$ cat src/rtl/alu_seq.sv
// Multi-cycle execute unit: valid/ready request in, valid/ready result out, iterative shifter.
// Define ALU_SEQ_BARREL_SHIFT_EN to compute SRL/SRA in a single cycle instead.

package alu_seq_pkg;

   typedef enum logic [3:0] {
      ALU_FUNC_ADD     = 4'h0,
      ALU_FUNC_SUB     = 4'h1,
      ALU_FUNC_SLT     = 4'h2,
      ALU_FUNC_SLTU    = 4'h3,
      ALU_FUNC_XOR     = 4'h4,
      ALU_FUNC_AND     = 4'h5,
      ALU_FUNC_SRL     = 4'h6,
      ALU_FUNC_SRA     = 4'h7,
      ALU_FUNC_SEQ     = 4'h8,
      ALU_FUNC_UNKNOWN = 4'hF
   } alu_func_t;

endpackage

module alu_seq
   import alu_seq_pkg::*;
#(
   parameter int unsigned XLEN = 32
) (
   input  logic            clk,
   input  logic            reset,
   input  logic            in_valid,
   output logic            in_ready,
   input  alu_func_t       func,
   input  logic [XLEN-1:0] a,
   input  logic [XLEN-1:0] b,
   output logic            out_valid,
   input  logic            out_ready,
   output logic [XLEN-1:0] result,
   output logic            error
);

   localparam int unsigned ShW = $clog2(XLEN);

   typedef enum logic [1:0] {StIdle, StShift, StDone} state_e;

   state_e          state_q, state_d;
   logic [XLEN-1:0] result_q, result_d;
   logic            error_q, error_d;

   logic            accept;
   logic [ShW-1:0]  shamt;
   logic [XLEN-1:0] op_result;
   logic            op_error;
   logic            go_shift;

   assign shamt = b[ShW-1:0];

   // Single-cycle datapath used at accept time.
   always_comb begin
      op_result = '0;
      op_error  = 1'b0;
      case (func)
         ALU_FUNC_ADD:  op_result = a + b;
         ALU_FUNC_SUB:  op_result = a - b;
         ALU_FUNC_SLT:  op_result = {{(XLEN-1){1'b0}}, ($signed(a) < $signed(b))};
         ALU_FUNC_SLTU: op_result = {{(XLEN-1){1'b0}}, (a < b)};
         ALU_FUNC_XOR:  op_result = a ^ b;
         ALU_FUNC_AND:  op_result = a & b;
`ifdef ALU_SEQ_BARREL_SHIFT_EN
         ALU_FUNC_SRL:  op_result = a >> shamt;
         ALU_FUNC_SRA:  op_result = $unsigned($signed(a) >>> shamt);
`else
         // Only reached with shamt == 0; non-zero amounts go through StShift.
         ALU_FUNC_SRL:  op_result = a;
         ALU_FUNC_SRA:  op_result = a;
`endif
         ALU_FUNC_SEQ:  op_result = {{(XLEN-1){1'b0}}, (a == b)};
         default:       op_error  = 1'b1;
      endcase
   end

`ifndef ALU_SEQ_BARREL_SHIFT_EN
   logic [XLEN-1:0] shift_q, shift_d;
   logic [ShW-1:0]  cnt_q, cnt_d;
   logic            arith_q, arith_d;
   logic [XLEN-1:0] shift_step;

   assign go_shift   = ((func == ALU_FUNC_SRL) || (func == ALU_FUNC_SRA)) && (shamt != '0);
   assign shift_step = {arith_q & shift_q[XLEN-1], shift_q[XLEN-1:1]};
`else
   assign go_shift   = 1'b0;
`endif

   assign in_ready  = !reset && ((state_q == StIdle) || ((state_q == StDone) && out_ready));
   assign accept    = in_valid && in_ready;
   assign out_valid = (state_q == StDone);
   assign result    = result_q;
   assign error     = error_q;

   always_comb begin
      state_d  = state_q;
      result_d = result_q;
      error_d  = error_q;
`ifndef ALU_SEQ_BARREL_SHIFT_EN
      shift_d  = shift_q;
      cnt_d    = cnt_q;
      arith_d  = arith_q;
`endif
      unique case (state_q)
         StIdle: ;
`ifndef ALU_SEQ_BARREL_SHIFT_EN
         StShift: begin
            shift_d = shift_step;
            cnt_d   = cnt_q - ShW'(1);
            if (cnt_q == ShW'(1)) begin
               state_d  = StDone;
               result_d = shift_step;
               error_d  = 1'b0;
            end
         end
`endif
         StDone: begin
            if (out_ready && !in_valid) state_d = StIdle;
         end
         default: state_d = StIdle;
      endcase

      // accept is only possible from StIdle or from StDone with out_ready.
      if (accept) begin
         if (go_shift) begin
            state_d = StShift;
`ifndef ALU_SEQ_BARREL_SHIFT_EN
            shift_d = a;
            cnt_d   = shamt;
            arith_d = (func == ALU_FUNC_SRA);
`endif
         end else begin
            state_d  = StDone;
            result_d = op_result;
            error_d  = op_error;
         end
      end
   end

   always_ff @(posedge clk) begin
      if (reset) begin
         state_q  <= StIdle;
         result_q <= '0;
         error_q  <= 1'b0;
`ifndef ALU_SEQ_BARREL_SHIFT_EN
         shift_q  <= '0;
         cnt_q    <= '0;
         arith_q  <= 1'b0;
`endif
      end else begin
         state_q  <= state_d;
         result_q <= result_d;
         error_q  <= error_d;
`ifndef ALU_SEQ_BARREL_SHIFT_EN
         shift_q  <= shift_d;
         cnt_q    <= cnt_d;
         arith_q  <= arith_d;
`endif
      end
   end

endmodule
$ cat config.mk
export PLATFORM = sky130hd
export DESIGN_NAME = alu_seq
export DESIGN_NICKNAME = d
export VERILOG_FILES = /design/src/rtl/alu_seq.sv
export SDC_FILE = /design/constraint.sdc
export NUM_CORES = 1
export LEC_CHECK = 0
export ABC_AREA = 1
export ABC_CLOCK_PERIOD_IN_PS = 2490
export CAP_MARGIN = 5
export CELL_PAD_IN_SITES_DETAIL_PLACEMENT = 1
export CELL_PAD_IN_SITES_GLOBAL_PLACEMENT = 1
export CORE_MARGIN = 2
export CORE_UTILIZATION = 36
export CTS_BUF_LIST = sky130_fd_sc_hd__clkbuf_2
export DETAILED_ROUTE_END_ITERATION = 12
export GPL_ROUTABILITY_DRIVEN = 1
export PLACE_DENSITY = 0.77
export SYNTH_ARGS = -nofsm -noshare
export SYNTH_HDL_FRONTEND = slang
export SYNTH_SLANG_ARGS = --single-unit
$ cat constraint.sdc
create_clock -name clk -period 2.49 [get_ports clk]
set_input_delay 0.498 -clock clk [delete_from_list [all_inputs] [get_ports clk]]
set_output_delay 0.498 -clock clk [all_outputs]
set_load 0.005 [all_outputs]
After elaboration in Yosys (flattened, before gate mapping) --
Cells that the tools add are included.
Cells by class: add/subtract/negate cells 3, order comparisons 2, eq/ne operators 15, muxes and demuxes 21, bitwise operators 3, reduce and logical (&&, ||, !) cells 16
Operator list (count):
- one-hot mux 32 bit (8 select lines) | 1
- two-way mux 32 bit | 7
- less-than comparator 32 bit | 2
- adder 32 bit | 1
- AND 32 bit | 1
- equality test 32 bit | 1
- subtractor 32 bit | 1
- bitwise XOR 32 bit | 1
- equality test 4 x 3 -> 1 bit (second input constant) | 4
- two-way mux 5 bit | 3
- OR reduction 9 bit | 1
- equality test 4 x 2 -> 1 bit (second input constant) | 2
- two-way mux 2 bit | 4
- one-hot mux 2 bit (3 select lines) | 1
- equality test 5 x 1 -> 1 bit (second input constant) | 1
- logical AND 1 bit | 5
- two-way mux 1 bit | 5
- nonzero test 5 bit | 1
- subtractor 5 x 1 -> 5 bit (second input constant) | 1
- equality test 4 x 1 -> 1 bit (second input constant) | 1
- equality test 4 bit (second input constant) | 1
- zero test 4 bit | 1
- != test 3 x 1 -> 1 bit (second input constant) | 1
- != test 3 bit (second input constant) | 1
- other kinds (10) | 12
Word-level totals: register bits after elaboration 73, bits of input ports 72, output and inout port bits 35, word-level logic and storage cells 66

Longest topological paths before layout --
Gate-level depths: netlist of run 1.
word-level depth 7, mapped depth 17, gate-level depth less buffers 17

Worst setup path after synthesis of run 1 --
Ideal clock, no wire load.
path type input to register, start point input port a[0], end point register result_q[24], in the netlist result[24], setup time 117 ps, arrival time 2021 ps, required time 2373 ps, setup slack 351 ps, stages 16, buffers on the path 0, cell sequence inv_1 -> ha_1 -> inv_1 -> fa_1 -> nand3_1 -> nand2_1 -> nand2_1 -> nand2_1 -> nand2_1 -> nand2_1 -> nand2_1 -> nand3_1 -> nand3_1 -> nand3_1 -> nor2_1 -> nor2_1
On the way: word-level cells in the longest chain between the ends 4, elaborated cells between the ends (all ways) 5, classes of those cells 2 x add/sub; 3 x mux
Ends and longest elaborated chain:
- start, declared | RTL line 31 | input logic [XLEN-1:0] a,
- subtractor 32 bit or adder 32 bit (tied branches) | RTL line 61, 60
- one-hot mux 32 bit (8 select lines) * | RTL line 59 | case (func)
- two-way mux 32 bit * | RTL line 127 | if (go_shift) begin
- two-way mux 32 bit * | RTL line 126 | if (accept) begin
- end signal, assigned | RTL line 154 | result_q <= result_d;
- end, declared | RTL line 44 | logic [XLEN-1:0] result_q, result_d;
Every way passes the cells marked *; elsewhere a longest branch is shown, timed or not. A chain may end at the register's enable or synchronous reset.

Worst setup path after layout of run 1 --
start point register state_q[1], end point output port in_ready
On the way: word-level cells in the longest chain between the ends 4, elaborated cells between the ends (all ways) 5, classes of those cells 1 x eq/ne; 4 x reduce/logical
Ends and longest elaborated chain:
- start, declared | RTL line 43 | state_e state_q, state_d;
- start signal, assigned | RTL line 144 | state_q <= StIdle;
- start signal, assigned | RTL line 153 | state_q <= state_d;
- equality test 2 bit | RTL line 91 | assign in_ready = !reset && ((state_q == StIdle) || ((state_q == StDone) && out_ready));
- logical AND 1 bit | RTL line 91
- logical OR 1 bit * | RTL line 91
- logical AND 1 bit * | RTL line 91
- end, declared | RTL line 29 | output logic in_ready,
Marks and branches as above.

==> impl_metrics.toml, run 1 <==
[power]
peakVddDrop_mv = 0.222
internal-power_mw = 2.54
seqPwrFrac_pct = 26.7
p_per_area_nw_per_um2 = 354
p_comb_share_pct = 53.2
p_switching_mw = 2.08
switching_share_pct = 45.1
clkPwrFrac_pct = 20.1
p_leak_nw = 6.46

[sta]
slew_violations = 0
hold_violations = 0
worst_hold_slack_ps = 504
fin_crit_ps = 2460
fin_ws_ps = 30.4
setup_violations = 0
clock.fmax_mhz = 407
period_share_pct = 98.8
tightest_slew_ps = 651
tns_ps = 0
slew-limit-headroom_pct = 56.5
fin_skew_ps = 59.7

[synth]
synth_nets = 1705
ys_types = 48
ys_seq_area_share_pct = 16.2
yosys_warnings = 0
synthCells = 1565
synth.top_cell.area_share_pct = 19.5
netlist_top_cells_area = "nand2_1 (20%), dfxtp_1 (16%), inv_1 (9.7%)"
ys_ff_latch = 72
postSynthAreaPerCell_um2 = 5.69
synthesis.area_um2 = 8900
yosysTopAreaCell = "nand2_1"

[floorplan]
num_rows = 57
coreArea_um2 = 24300
chipWidth_um = 161
chipHeight_um = 161
ios = 107
start_util_pct = 36.6
die_area_um2 = 26000

[setup_path]
crit_chain = "a211oi_4 > buf_4 > clkdlybuf4s50_1"
worstSetupPathType = "flop to output pin"
slowest_delay_ps = 490
critPathCaptureType = "output pin"
required_ps = 1990
startpoint_type = "flop"
worst_path_max_delay_cell = "clkdlybuf4s50_1"
arrival_ps = 1960
rr_worst_depth = 11
worstPathMaxFanout = 2

[outcome]
run_status = "finished, final reports clean"

[place]
gp_congestion = 0.972
dp.cells = 2282
post-place-ws_ps = -654
dp_hpwl_mm = 39.6
portBuffers = 106

[clock_network]
cts-root-buf = "clkbuf_2"
h-tree-depth = 3
cts_hold_buf = 0
cts.sinks = 72
cts.path.max_buffers = 2
cts_buffers = 9
path_clk_slew_ps = 320
cts_tree = "yes"
clock_latency_ps = 690

[grt]
grt_pass1_wl_mm = 73.3
antenna_found_initial = 1
grt_usage_pct = 36.4
grt_overflow = 0
grt_max_degree = 39
grt_pass1_vias = 13100

[route]
viasPerCell = 5.39
first_pass_iters = 7
drt_iter0_drc = 920
wl_per_cell_um = 20.8
postRouteAntennaNets = 0
drc = 0
vias = 12400
routed_wl_mm = 47.9

[cells_and_area]
final_nets = 2113
layout_common_cells = "nand2_1 (453), buf_4 (347), inv_1 (230), nand3_1 (142), nor2_1 (117)"
post-route-util_pct = 53.7
layout_commonest_cell = "nand2_1"
layoutNonFillerInstCount = 2303
syn_to_final_growth_pct = 46.7
drive_gt1_share_pct = 22.4

[run]
max_cap_viol_count = 0

[hold_path]
holdPathStages = 2
hold_path_class = "flop to flop"
-- stage by stage --
| stage | power [mW] | area (um^2) |
|---|---|---|
| finish | 4.62 | 13100 |
| floorplan | 2.30 | 8900 |
| detailed placement | 3.62 | 12800 |
| global placement | 3.56 | 12800 |
| CTS | 4.52 | 12900 |
| global route | 4.84 | 13100 |
-- Yosys cell counts (all sizes together) --
master  count
a311oi      1
a31oi      40
a221oi      5
xor2        6
o221ai      2
nand4      16
o21bai     27
a41oi       1
clkinv      1
nor4        2
nand2     466
o22ai      20
nor2      132
a211oi     19
o21a        1
nand3b      3
ha         66
and2        3
nor3       21
o21ai      95
o211ai      6
nand3     146
a21oi     106
clkbuf     24
xnor2       1
buf        42
or2         3
fa          2
a21o        1
inv       235
dfxtp      72
-- final timing paths --
| kind | startpoint | to | slack (ps) |
|---|---|---|---|
| max | state_q[1] | in_ready | 30 |
| min | shift_q[1] | shift_q[1] | 500 |
| min reg2reg | shift_q[1] | shift_q[1] | 500 |
| max reg2reg | state_q[1] | result[28] | 360 |
-- cell families (layout without fill, tap and decap cells) --
family          count (synthesis)  in the layout  synth area share, %
xor+xnor                        7              7                0.689
other cells                     0              1                    0
buf+inv                       302            715                 14.1
fa+ha+maj                      68             68                 9.72
compound gates                324            324                 21.9
flops                          72             72                 16.2
simple gates                  792            792                 37.4
-- what timing repair did --
item / 4_1_cts / 5_1_grt
pin swaps: 1 / 2
setup endpoints to repair: 1 / 17
buffers inserted: 3 / 1
gates cloned: 0 / 0
gates resized for setup: 4 / 36
-- registers in the layout, indices dropped and copies added (netlist names) --
register	flops
arith_q	1
cnt_q	5
error	1
result	32
shift_q	31
state_q	2
-- metal layers --
| metal | routed length (um) | GRT usage, % |
|---|---|---|
| met3 | 2080 | 2.57 |
| met1 | 20400 | 45.0 |
| met5 | 0 | 0 |
| met2 | 23300 | 64.7 |
| met4 | 2120 | 16.8 |
-- power by group through the flow --
stage	Sequential (mW)	Clock, mW	Combinational [mW]
after floorplan	1.25	0	1.05
after global placement	1.25	0	2.30
after detailed placement	1.25	0	2.36
after CTS	1.23	0.906	2.39
after global routing	1.24	0.946	2.65
final	1.24	0.927	2.46
-- critical path, delay by kind of cell, from the launching register on --
family / cells / cell delay (ps)
flip-flops: 1 / 430
buffers and inverters: 2 / 640
AO/OA/AOI/OAI: 1 / 240
-- final cells by class --
type                            instances  area, um^2
Antenna cell                            1        2.50
Multi-Input combinational cell       1191        6330
Fill cell                            3389       11300
Timing Repair Buffer                  463        3870
Clock inverter                          7        82.6
Tap cell                              324         405
Sequential cell                        72        1450
Clock buffer                            9        45.0
Inverter                              236         888
Note: power is estimated with default switching activity, not from simulation.
==> run 2, diff against run 1 <==
--- a/config.mk
+++ b/config.mk
@@ -15,7 +15,7 @@
 export CTS_BUF_LIST = sky130_fd_sc_hd__clkbuf_2
 export DETAILED_ROUTE_END_ITERATION = 12
 export GPL_ROUTABILITY_DRIVEN = 1
-export PLACE_DENSITY = 0.77
+export PLACE_DENSITY_LB_ADDON = 0.1
 export SYNTH_ARGS = -nofsm -noshare
 export SYNTH_HDL_FRONTEND = slang
 export SYNTH_SLANG_ARGS = --single-unit
==> run 2 against run 1 <==
  * Global-route usage decreased by 0.86 points
  * Power is 1.9% lower
  * Via count rose by 0.48%
  * Die area is the same
  * Non-clock buffer count is 11 higher
  * Critical path depth rose by 13
  * Largest cell class unchanged
  * Wire length shrank 2.5%
  * Utilization rose by 0.16 points
==> impl_metrics.toml, run 2 (synthesized netlist as in run 1, its figures left out) <==
[sta]
tightest_slew_ps = 645
slew_violations = 0
fin_crit_ps = 2420
fin_skew_ps = 84.6
rsz0062_at_grt = "true"
clock.fmax_mhz = 414
period_share_pct = 97.1
worst_hold_slack_ps = 463
setup_violations = 0
hold_violations = 0
slew-limit-headroom_pct = 56.9
tns_ps = 0

[setup_path]
reg2reg_slack_ps = 320
cp-startpoint = "a[0]"
rr_worst_depth = 10
critPathCaptureType = "flop"
r2r-end = "result[29]"
worstSetupPathType = "input port to flop"
cp_common_cell = "nand2_1"
crit_chain = "clkdlybuf4s50_1 > ha_1 > fa_1 > nand2_1 > nand2_2 > nand2_1 > nand2_1 > nand2_1 > nand2_1 > nand2_1 > nand3_1 > nand2_1 > nand2_1 > nor2_1 > nor2_1 > nor2_1"
startpoint_type = "input port"
r2r-start = "cnt_q[1]"
arrival_ps = 3000
slowest_delay_ps = 460
worst_path_max_delay_cell = "clkdlybuf4s50_1"
worstPathMaxFanout = 4
required_ps = 3070

[power]
switching_share_pct = 45.9
p_per_area_nw_per_um2 = 346
clkPwrFrac_pct = 18.7
finalPower_mw = 4.53
p_comb_share_pct = 54.0
seqPwrFrac_pct = 27.3
internal-power_mw = 2.45
peakVddDrop_mv = 0.225
p_leak_nw = 6.51
p_switching_mw = 2.08

[grt]
antenna_found_initial = 1
grt_pass1_wl_mm = 71.8
grt_pass1_vias = 12900
grt_usage_pct = 35.6
grt_max_degree = 42
grt_overflow = 0

[hold_path]
hold_path_class = "input port to flop"
whs_endpoint = "cnt_q[0]"
holdPathStages = 4
hold_start = "b[0]"

[clock_network]
h-tree-depth = 3
clock_latency_ps = 690
cts.sinks = 72
cts-root-buf = "clkbuf_2"
cts_tree = "yes"
path_clk_slew_ps = 280
cts_buffers = 9
cts.path.max_buffers = 2

[cells_and_area]
drive_gt1_share_pct = 22.4
ff_latch_area_um2 = 1450
layout_commonest_cell = "nand2_1"
syn_to_final_growth_pct = 47.2
layout_common_cells = "nand2_1 (457), buf_4 (357), inv_1 (229), nand3_1 (143), nor2_1 (120)"
fillers = 3481
fin_area_um2 = 13100
largest_register_ff_count = 32
post-route-util_pct = 53.9
final_nets = 2124
multi_input_area_um2 = 6300

[route]
postRouteAntennaNets = 0
routed_wl_mm = 46.7
drt_iter0_drc = 1008
viasPerCell = 5.39
wl_per_cell_um = 20.2
vias = 12500
first_pass_iters = 7
drc = 0

[floorplan]
num_rows = 57
ios = 107
chipHeight_um = 161
start_util_pct = 36.6
coreArea_um2 = 24300
chipWidth_um = 161
die_area_um2 = 26000

[run]
max_cap_viol_count = 0

[place]
placed_area_um2 = 12900
gp_congestion = 1.01
portBuffers = 106
dp_hpwl_mm = 38.4

[outcome]
run_status = "finished, final reports clean"
==> run 2: repair_timing <==
item | CTS | global route
setup buffers | 1 | 1
hold endpoints to repair | 0 | 0
setup endpoints to repair | 1 | 16
resized for setup | 4 | 31
hold buffers | 0 | 0
pin swaps | 0 | 2
==> run 2: area by class of cell <==
class / instances / area share [%]
clock inverter: 7 / 0.468
multi-input combinational: 1191 / 48.1
tap: 324 / 3.09
clock buffer: 9 / 0.344
antenna: 1 / 0.0191
inverter: 236 / 6.78
timing repair buffer: 474 / 30.2
sequential: 72 / 11.0
==> run 2: how the worst max path moves through the flow <==
| stage | slack [ps] | end | cells past startpoint |
|---|---|---|---|
| 4_1_cts | 20 | result[19] | 17 |
| 5_1_grt | -40 | result[24] | 16 |
| 3_3_place_gp | -630 | result[19] | 17 |
| 6_report | 70 | result[24] | 16 |
| 3_5_place_dp | -700 | result[19] | 17 |
| 2_1_floorplan | 350 | result[24] | 16 |
==> run 2: critical path: cells and delay by family <==
| family | cells | cell delay (ps) |
|---|---|---|
| buffers and inverters | 1 | 460 |
| adders and majority gates | 2 | 710 |
| and+or+nand+nor | 13 | 1330 |
==> run 2: power groups by stage <==
stage	Sequential, mW	Combinational [mW]	Clock, mW
floorplan	1.25	1.05	0
global placement	1.26	2.31	0
detailed placement	1.26	2.36	0
CTS	1.24	2.38	0.849
global route	1.24	2.64	0.872
finish	1.24	2.45	0.847
==> run 2: metrics by stage <==
stage	instances	setup WS, ps
finish	2314	72.6
global route	2314	-36.8
CTS	2312	18.6
detailed placement	2295	-698
global placement	2295	-631
floorplan	1565	351
==> run 2: per-layer routing <==
layer  track usage [%]  share of wire (%)  up-vias
li1                  -                  -     5954
met1              44.9                 43     5985
met2              60.8                 47      422
met3              3.49                4.6      105
met4              17.4                5.3        0
met5                 0                  0        -
==> run 3, diff against run 2 <==
--- a/config.mk
+++ b/config.mk
@@ -15,7 +15,7 @@
 export CTS_BUF_LIST = sky130_fd_sc_hd__clkbuf_2
 export DETAILED_ROUTE_END_ITERATION = 12
 export GPL_ROUTABILITY_DRIVEN = 1
-export PLACE_DENSITY_LB_ADDON = 0.1
+export PLACE_DENSITY = 0.84
 export SYNTH_ARGS = -nofsm -noshare
 export SYNTH_HDL_FRONTEND = slang
 export SYNTH_SLANG_ARGS = --single-unit
==> run 3 against run 2 <==
  * Clock skew is 9.4 ps lower
  * Sequential share of layout area hardly changed
  * Maximum frequency is 2.3% lower
  * Worst setup slack worse by 58 ps
  * Power is 0.27% higher
  * Sequential cell count stayed put
  * Final cell count is 0.30% lower
  * Critical path type unchanged
==> impl_metrics.toml, run 3 (synthesized netlist as in run 1, its figures left out) <==
[route]
wl_per_cell_um = 21.7
drt_iter0_drc = 962
postRouteAntennaNets = 0
drc = 0
viasPerCell = 5.56
first_pass_iters = 5
routed_wl_mm = 50.1
vias = 12800

[outcome]
run_status = "finished, final reports clean"

[clock_network]
cts_hold_buf = 0
cts_tree = "yes"
clock_latency_ps = 660
cts.path.max_buffers = 2
cts.sinks = 72
h-tree-depth = 3
cts-root-buf = "clkbuf_2"
path_clk_slew_ps = 360
cts_buffers = 9

[sta]
slew_violations = 0
tightest_slew_ps = 575
slew-limit-headroom_pct = 61.5
worst_hold_slack_ps = 446
fin_crit_ps = 2480
setup_violations = 0
hold_violations = 0
tns_ps = 0
rsz0062_at_grt = "true"
fin_skew_ps = 75.2
period_share_pct = 99.4
clock.fmax_mhz = 404

[place]
portBuffers = 106
gp_congestion = 1.02
dp_hpwl_mm = 41.2
placed_area_um2 = 12800

[cells_and_area]
drive_gt1_share_pct = 23.1
layout_commonest_cell = "nand2_1"
layout_common_cells = "nand2_1 (452), buf_4 (352), inv_1 (229), nand3_1 (140), nor2_1 (112)"
syn_to_final_growth_pct = 47.4
fin_area_um2 = 13100
post-route-util_pct = 54.0
final_nets = 2117
largest_register_ff_count = 32

[setup_path]
slowest_delay_ps = 510
critical_path.top_delay_family = "simple AND/OR/NAND/NOR gates"
startpoint_type = "input port"
critPathCaptureType = "flop"
worst_path_max_delay_cell = "clkdlybuf4s50_1"
arrival_ps = 3040
worstSetupPathType = "input port to flop"
worstPathMaxFanout = 5
required_ps = 3050
cp_common_cell = "nand2_1"
critPathBufInv = 4
crit_chain = "clkdlybuf4s50_1 > inv_1 > ha_2 > buf_4 > nand3_1 > nand2_2 > a21oi_1 > o21bai_2 > nand2_1 > nand2_1 > nand2_1 > nand3_1 > nand3_1 > nand2_1 > inv_1"

[power]
finalPower_mw = 4.54
p_leak_nw = 6.49
p_per_area_nw_per_um2 = 346
peakVddDrop_mv = 0.222

[floorplan]
die_area_um2 = 26000
num_rows = 57
chipWidth_um = 161
start_util_pct = 36.6
coreArea_um2 = 24300
chipHeight_um = 161
ios = 107

[grt]
grt_pass1_vias = 13600
grt_max_degree = 39
grt_overflow = 0
grt_usage_pct = 37.9
antenna_found_initial = 1
grt_pass1_wl_mm = 76.0

[hold_path]
hold_path_class = "flop to flop"

[run]
max_cap_viol_count = 0
run 3: changes by cell type in the layout (fill, tap and decap cells not counted), moves of 3 or more:
cell,previous run,this run
buf_4,357,352
nand2_1,457,452
nand2_2,6,11
nand3_1,143,140
nor2_1,120,112
nor2_2,8,14
run 3: path summary, 6_finish.rpt:
kind	startpoint	endpoint	slack [ps]	cells after the start
max	b[2]	result[18]	10	15
min	shift_q[15]	shift_q[14]	450	2
min reg2reg	shift_q[15]	shift_q[14]	450	2
max reg2reg	state_q[0]	result[29]	330	9
run 3: area by class of cell:
class | count | area, um^2
sequential | 72 | 1450
timing repair buffer | 467 | 3890
fill | 3395 | 11200
clock inverter | 7 | 60.1
multi-input combinational | 1191 | 6390
clock buffer | 9 | 45.0
tap | 324 | 405
antenna | 1 | 2.50
inverter | 236 | 888
run 3: report_power, final:
| group | internal [mW] | total, mW | switching [mW] | leakage (nW) |
|---|---|---|---|---|
| sequential | 1.20 | 1.24 | 0.0372 | 0.585 |
| combinational | 1.11 | 2.52 | 1.41 | 5.85 |
| clock | 0.150 | 0.786 | 0.636 | 0.0575 |
run 3: stage by stage:
stage	worst slack, ps	cells
4_1_cts	6.58	2304
6_report	14.7	2307
2_1_floorplan	351	1565
3_3_place_gp	-948	2287
3_5_place_dp	-925	2287
5_1_grt	-76.0	2307
run 3: layer usage:
layer / GRT usage (%) / up-vias / share of wire (%)
met5: 0 / - / 0
met1: 44.1 / 6229 / 40
met4: 20.8 / 0 / 6.3
met3: 4.39 / 168 / 5.2
li1: - / 5926 / -
met2: 67.8 / 501 / 49
run 3: worst reg2reg max path: cells and delay by family, from the launching register on:
family / cells / cell delay [ps]
buf+inv: 4 / 640
simple gates: 4 / 550
flops: 1 / 500
compound gates: 1 / 490
run 3: repair_timing:
action                                  CTS  global route
pin swaps                                 1             1
endpoints found under the setup margin    7            21
setup buffers                             1             2
gates cloned                              0             0
resized for setup                         5            51
